<file path="config.mk">
export PLATFORM = sky130hd
export DESIGN_NAME = bufmr_ce_sequencer
export DESIGN_NICKNAME = d
export VERILOG_FILES = /design/src/rtl/bufmr_seq_pkg.sv /design/src/rtl/bufmr_ce_sequencer_sync_2ff.sv /design/src/rtl/bufmr_ce_sequencer.sv
export SDC_FILE = /design/constraint.sdc
export NUM_CORES = 1
export LEC_CHECK = 0
export BUFFER_PORTS_ARGS = -buffer_cell sky130_fd_sc_hd__buf_2
export CAP_MARGIN = 15
export CELL_PAD_IN_SITES_DETAIL_PLACEMENT = 1
export CELL_PAD_IN_SITES_GLOBAL_PLACEMENT = 2
export CORE_ASPECT_RATIO = 1.75
export CORE_MARGIN = 3
export CORE_UTILIZATION = 30
export DETAILED_ROUTE_END_ITERATION = 16
export GPL_TIMING_DRIVEN = 0
export PLACE_DENSITY = 0.74
export SETUP_SLACK_MARGIN = 0.02
export SYNTH_ARGS = -nofsm -noshare
export SYNTH_HDL_FRONTEND = slang
export SYNTH_SLANG_ARGS = --single-unit
</file>
<file path="constraint.sdc">
create_clock -name clk -period 2.9 [get_ports clk]
set_input_delay 0 -clock clk [delete_from_list [all_inputs] [get_ports clk]]
set_output_delay 0 -clock clk [all_outputs]
set_load 0.01 [all_outputs]
</file>
<file path="src/rtl/bufmr_seq_pkg.sv">
// bufmr_ce_sequencer shared types and limits.
// State encoding, counter width and parameter ranges.
package bufmr_seq_pkg;

  localparam int CNT_W    = 8;
  localparam int CYC_MIN  = 1;
  localparam int CYC_MAX  = 255;
  localparam int BUFR_MIN = 1;
  localparam int BUFR_MAX = 8;

  typedef enum logic [2:0] {
    ST_HALT   = 3'd0,
    ST_CE_OFF = 3'd1,
    ST_CLR    = 3'd2,
    ST_SETTLE = 3'd3,
    ST_RUN    = 3'd4
  } state_e;

  function automatic logic [CNT_W-1:0] cnt_load(input int cycles);
    return CNT_W'(cycles - 1);
  endfunction

endpackage

</file>
<file path="src/rtl/bufmr_ce_sequencer_sync_2ff.sv">
// Generic two-flop synchronizer, async active-low reset.
// Used for the lock input when BUFMR_SEQ_LOCK_SYNC_EN is defined.
module sync_2ff #(
  parameter int   W       = 1,
  parameter logic RST_VAL = 1'b0
) (
  input  logic         clk,
  input  logic         rst_n,
  input  logic [W-1:0] d,
  output logic [W-1:0] q
);

  logic [W-1:0] s1_q;
  logic [W-1:0] s2_q;

  // two-stage capture of the asynchronous input
  always_ff @(posedge clk or negedge rst_n) begin
    if (!rst_n) begin
      s1_q <= {W{RST_VAL}};
      s2_q <= {W{RST_VAL}};
    end else begin
      s1_q <= d;
      s2_q <= s1_q;
    end
  end

  assign q = s2_q;

endmodule

</file>
<file path="src/rtl/bufmr_ce_sequencer.sv">
// BUFMR CE / BUFR CLR stop-clear-release-restart sequencer.
// Define BUFMR_SEQ_LOCK_SYNC_EN to pass locked through a 2-flop sync.
module bufmr_ce_sequencer
  import bufmr_seq_pkg::*;
#(
  parameter int CE_OFF_CYCLES = 4,
  parameter int CLR_CYCLES    = 4,
  parameter int SETTLE_CYCLES = 8,
  parameter int NUM_BUFR      = 2
) (
  input  logic                clk,
  input  logic                rst_n,
  input  logic                locked,
  input  logic                resync_req,
  output logic                resync_ack,
  output logic                ce_out,
  output logic [NUM_BUFR-1:0] bufr_clr,
  output logic                clk_ready,
  output logic                busy
);

  logic lk;

`ifdef BUFMR_SEQ_LOCK_SYNC_EN
  sync_2ff #(.W(1), .RST_VAL(1'b0)) u_lock_sync (
    .clk   (clk),
    .rst_n (rst_n),
    .d     (locked),
    .q     (lk)
  );
`else
  assign lk = locked;
`endif

  state_e                state_q, state_d;
  logic [CNT_W-1:0]      cnt_q, cnt_d;
  logic                  pend_q, pend_d;
  logic                  ack_q, ack_d;
  logic                  ce_q, ce_d;
  logic [NUM_BUFR-1:0]   clr_q, clr_d;
  logic                  rdy_q, rdy_d;
  logic                  busy_q, busy_d;

  // state, counter, pending flag and registered outputs
  always_ff @(posedge clk or negedge rst_n) begin
    if (!rst_n) begin
      state_q <= ST_HALT;
      cnt_q   <= '0;
      pend_q  <= 1'b0;
      ack_q   <= 1'b0;
      ce_q    <= 1'b0;
      clr_q   <= '1;
      rdy_q   <= 1'b0;
      busy_q  <= 1'b0;
    end else begin
      state_q <= state_d;
      cnt_q   <= cnt_d;
      pend_q  <= pend_d;
      ack_q   <= ack_d;
      ce_q    <= ce_d;
      clr_q   <= clr_d;
      rdy_q   <= rdy_d;
      busy_q  <= busy_d;
    end
  end

  // next state; outputs decoded from the next state so they flip
  // on the same edge as the transition
  always_comb begin
    state_d = state_q;
    cnt_d   = cnt_q;
    pend_d  = pend_q;
    ack_d   = 1'b0;
    if (state_q != ST_HALT && !lk) begin
      state_d = ST_HALT;
      pend_d  = 1'b0;
    end else begin
      unique case (state_q)
        ST_HALT: begin
          if (lk) begin
            state_d = ST_CE_OFF;
            cnt_d   = cnt_load(CE_OFF_CYCLES);
          end
        end
        ST_CE_OFF: begin
          if (cnt_q == '0) begin
            state_d = ST_CLR;
            cnt_d   = cnt_load(CLR_CYCLES);
          end else begin
            cnt_d = cnt_q - CNT_W'(1);
          end
        end
        ST_CLR: begin
          if (cnt_q == '0) begin
            state_d = ST_SETTLE;
            cnt_d   = cnt_load(SETTLE_CYCLES);
          end else begin
            cnt_d = cnt_q - CNT_W'(1);
          end
        end
        ST_SETTLE: begin
          if (cnt_q == '0) begin
            state_d = ST_RUN;
            ack_d   = pend_q;
            pend_d  = 1'b0;
          end else begin
            cnt_d = cnt_q - CNT_W'(1);
          end
        end
        ST_RUN: begin
          if (resync_req) begin
            state_d = ST_CE_OFF;
            cnt_d   = cnt_load(CE_OFF_CYCLES);
            pend_d  = 1'b1;
          end
        end
        default: begin
          state_d = ST_HALT;
          pend_d  = 1'b0;
        end
      endcase
    end
    ce_d   = (state_d == ST_RUN);
    rdy_d  = (state_d == ST_RUN);
    clr_d  = {NUM_BUFR{(state_d == ST_HALT) || (state_d == ST_CLR)}};
    busy_d = (state_d == ST_CE_OFF) || (state_d == ST_CLR) ||
             (state_d == ST_SETTLE);
  end

  assign resync_ack = ack_q;
  assign ce_out     = ce_q;
  assign bufr_clr   = clr_q;
  assign clk_ready  = rdy_q;
  assign busy       = busy_q;

endmodule

</file>
## Yosys cells after proc, flatten, opt, wreduce, memory -nomap -nowiden

Index checks and enable logic that the tools add are counted.

| storage, ports and cells | value |
|---|---|
| register bits after elaboration | 16 |
| logic and storage cells | 56 |

| cells by class | value |
|---|---|
| bitwise logic cells | 1 |
| reductions and logical operators | 13 |
| mux-type cells | 20 |
| $add $sub $neg | 1 |
| eq/ne operators | 14 |

Operator list:

| operator | number |
|---|---|
| $mux W8 | 5 |
| $pmux W8 S5 | 1 |
| $mux W3 | 6 |
| $pmux W3 S5 | 1 |
| $eq A3 B2 Y1 const B | 4 |
| $logic_not A8 Y1 | 1 |
| $sub A8 B1 Y8 const B | 1 |
| $eq A3 B1 Y1 const B | 2 |
| $eq A3 B3 Y1 const B | 2 |
| $logic_not A3 Y1 | 2 |
| $mux W1 | 6 |
| $ne A2 B2 Y1 const B | 3 |
| $ne A3 B3 Y1 const B | 2 |
| $reduce_and A5 Y1 | 1 |
| $reduce_bool A5 Y1 | 1 |
| $logic_or A1 B1 Y1 | 3 |
| $pmux W1 S3 | 1 |
| $reduce_and A3 Y1 | 1 |
| $reduce_bool A3 Y1 | 1 |
| $reduce_or A3 Y1 | 1 |
| $ne A2 B1 Y1 const B | 1 |
| $logic_and A1 B1 Y1 | 1 |
| $logic_not A1 Y1 | 1 |
| $not A1 Y1 | 1 |

## Longest topological paths before layout

| logic depth | value |
|---|---|
| depth in word-level cells | 7 |
| mapped depth | 7 |
| depth with buffers taken out | 6 |

## Least setup slack after synthesis

Ideal clock, no wire load.

| path | value |
|---|---|
| path kind | reg2reg |
| start | register cnt_q[0] |
| end | register cnt_q[0] |
| cell stages (with the launch flop) | 8 |
| arrival | 1.594 ns |
| path slack | 1.181 ns |
| path buffers | 1 |
| required time | 2.775 ns |
| cells stage by stage | dfrtp_1 inv_1 ha_1 nor4b_4 a31oi_1 or2_0 buf_6 mux2_2 |

| between the ends | value |
|---|---|
| longest elaborated chain between the ends | 3 |
| elaborated cells on any way between the ends | 8 |
| those cells by class | 1 x add/sub; 1 x eq/ne; 4 x mux; 2 x reduce/logical |

RTL lines:

| item | RTL line | source |
|---|---|---|
| from (decl) | bufmr_ce_sequencer.sv:36 | `logic [CNT_W-1:0] cnt_q, cnt_d;` |
| from (signal assigned) | bufmr_ce_sequencer.sv:57 | `cnt_q <= cnt_d;` |
| $sub A8 B1 Y8 / $logic_not A8 Y1 (equally long branches) | -- |  |
| $mux W8 (tied with other cells) | bufmr_ce_sequencer.sv:102 | `if (cnt_q == '0) begin` |
| $pmux W8 S5 / $reduce_and A5 Y1 (equally long branches) | -- |  |

Several ways; a longest one is shown, not always the timed one. The select of a mux whose other input is x is not followed.
A chain may end at the register's enable or synchronous reset.

## Worst setup path after layout

| path | value |
|---|---|
| start | register cnt_q[0] |
| end | register cnt_q[3] |

Same word-level chain as after synthesis.

==> impl_results.md <==
- Mapped Cells: 103
- Die Span Y: 81.5 um
- Max IR drop VDD: 383 uV
- Net count reported at finish: 124
- Clk_lat worst skew: 0.25 ns
- Post-synth top area cell: dfrtp_1
- Htree depth: 1
- CORE AREA: 3030 sq um
- Share of the synthesized area in the top cell type: 0.385
- Final Hold Fails: 0
- Crit start category: flop
- Period minus WS final: 2.21 ns
- Initial antenna violation count: 0
- Diodes inserted: 0
- Routed len/inst: 14.9 um
- FMAX: 452 MHz
- First-pass GRT wire length: 3970 um
- Switching share of power: 0.374
- CP max stage cell: o22ai_1
- DRT antenna net count: 0
- Clk sinks: 16
- Total wire length: 2360 um
- First drt pass iteration count: 4
- Initial Util: 0.323
- CP required: 2.99 ns
- Iteration-0 DRC Markers: 11
- RSZ-0062 raised after global routing: no
- Max Root-Sink Buffers: 2
- Share of power burned in registers: 0.389
- Syn_area_per_cell: 9.48 sq um
- Vias in the first global route: 867
- Die area: 4000 sq um
- GR met3 Demand/Resource: 0.0109
- Fin area: 1140 sq um
- Rel. slew slack: 0.518
- EDFF count, synth: 0
- Status: finished, final reports clean
- Drc violations: 0
- Logic pwr share: 0.365
- Synth cell count leaders: dfrtp_1, inv_1, nor2_1
- Num CTS Buffers: 3
- Async S/R FF share, synth: 1.00
- Post-route setup TNS: 0 ns
- Resized cells post-CTS: 0
- HP Class: input port to flop
- Routed vias: 806
- Synth-to-layout area growth: 16.7%
- # rows: 26
- Syn. warnings: 0
- Final Slew Violations: 0
- Most common cell in the synthesized netlist: dfrtp_1
- Ports: 10
- P_leak: 0.000492 uW
- Detailed Place HPWL: 1790 um
- Critical Path, Cell by Cell: inv_1 > ha_1 > nor4b_4 > a21oi_1 > o22ai_1 > o221ai_1
- Met2 Use GR: 0.270
- Largest net degree at the start of global routing: 17
- Endpoints failing setup: 0
- Grt ovf: 0
- Cell Pwr Density: 723 nW/um^2
- Placed cell count: 154
- Worst-Margin Slew: 0.724 ns
- Seq/Total Area, Yosys: 0.412
- Most common flop cell mapped by yosys: dfrtp_1
- NetSw: 308 uW
- Flops & latches, synth: 16
- Crit path capture type: flop
- Largest fanout on the critical path: 7
- Ranking of synthesized cells by area: dfrtp_1, o221ai_1, inv_1
- CTS Root Cell: clkbuf_8
- P_int: 515 uW
- Tot GR Track Use: 0.131
- Reg clk slew, reported paths: 0.07 ns
- Crit path kind: flop to flop
- Vias per cell: 5.07
- Yosys cell types: 37
- Clock skew: 0.00122 ns
- Die width: 49.1 um
- Met1 Use GR: 0.122
- Share of cells above drive strength 1: 0.222
- Clock power share: 0.246
- Non-Filler Instances: 159
- Syn_nets: 109
- Max Cap Violations: 0
- GR peak layer: met2
- Mapped Area: 976 sq um
- Routability cong.: 0.786
- Crit path DAT: 2.30 ns
- CP top delay family: compound AO/OA/AOI/OAI gates
- Worst path buffer plus inverter count: 1
- Slowest stage delay, CP: 0.60 ns
- CTS tree: yes
- Placed cell area: 1070 sq um
- Tcrit/Tclk final: 0.763
- IO Port Bufs: 9
## worst paths after layout
check / endpoint / slack (ns) / startpoint / depth (start not counted)
max: cnt_q[3]$_DFFE_PN0P_ / 0.69 / cnt_q[0]$_DFFE_PN0P_ / 6
min: clk_ready$_DFF_PN0_ / 0.04 / locked / 2
max reg2reg: cnt_q[3]$_DFFE_PN0P_ / 0.69 / cnt_q[0]$_DFFE_PN0P_ / 6
min reg2reg: resync_ack$_DFF_PN0_ / 0.57 / pend_q$_DFFE_PN0P_ / 2
max in group asynchronous: bufr_clr[0]$_DFF_PN1_ / 2.39 / rst_n / 2
min in group asynchronous: cnt_q[6]$_DFFE_PN0P_ / 0.19 / rst_n / 2
## final cells by class
type | count | area, sq um
flip-flops and latches | 16 | 402
inverters | 11 | 41.3
plain buffers | 7 | 51.3
clock buffers | 4 | 55.1
fillers | 362 | 1890
repair buffers | 10 | 55.1
multi-input cells | 69 | 482
well taps | 42 | 52.6
## power groups by stage
| stage | logic (uW) | clock network [uW] | registers (uW) |
|---|---|---|---|
| final | 300 | 202 | 320 |
| after global routing | 339 | 219 | 327 |
| after CTS | 306 | 207 | 322 |
| after detailed placement | 302 | 0 | 326 |
| after global placement | 291 | 0 | 324 |
| after floorplan | 228 | 0 | 316 |
## flip-flops by register name, summed over array words and instances, names as in the netlist
name        flops
clk_ready       1
resync_ack      1
cnt_q           8
bufr_clr        1
state_q         3
pend_q          1
busy            1
## timing repair
item,4_1_cts,5_1_grt
setup buffers,0,0
hold buffers,1,0
endpoints found under the hold margin,16,0
## per-stage QoR
| stage | worst slack, ns | utilization | hold slack (ns) | total power [uW] |
|---|---|---|---|---|
| after floorplan | 1.18 | - | -0.296 | 545 |
| after global placement | 0.767 | 0.355 | -0.0537 | 615 |
| after detailed placement | 0.704 | 0.355 | -0.0583 | 628 |
| after CTS | 0.689 | 0.376 | 0.0386 | 835 |
| after global routing | 0.554 | 0.376 | 0.0491 | 885 |
| final | 0.688 | 0.376 | 0.0418 | 823 |
## logic make-up after synthesis
family,synth area share
AOI/OAI and AO/OA,0.223
xor gates and xnor gates,0.0180
adders and majority gates,0.0256
buffers and inverters,0.0949
DFF,0.412
muxes,0.0231
and+or+nand+nor,0.204
## cell usage in the layout (no fill, tap or decap), types with 2 or more instances in the layout
| cell | Yosys | layout |
|---|---|---|
| o221ai_1 | 6 | 6 |
| o21ai_0 | 5 | 5 |
| ha_1 | 2 | 2 |
| inv_1 | 11 | 11 |
| clkbuf_8 | 0 | 4 |
| a32o_1 | 2 | 2 |
| mux2_2 | 2 | 2 |
| o211ai_1 | 2 | 2 |
| nor2_1 | 7 | 7 |
| nand3_1 | 4 | 4 |
| a21oi_1 | 6 | 6 |
| o22ai_1 | 2 | 2 |
| buf_2 | 2 | 11 |
| buf_6 | 2 | 2 |
| nand2b_1 | 3 | 3 |
| dfrtp_1 | 15 | 15 |
| nor3_1 | 2 | 2 |
| buf_4 | 2 | 2 |
| nor3b_1 | 3 | 3 |
| o21a_1 | 2 | 2 |
| nand2_1 | 6 | 6 |
## metal layers
layer	up-vias	routed length, um
met4	0	55
met3	5	53
met5	-	0
met1	395	905
li1	394	-
met2	12	1350
Power figures use the tool's default switching activity.
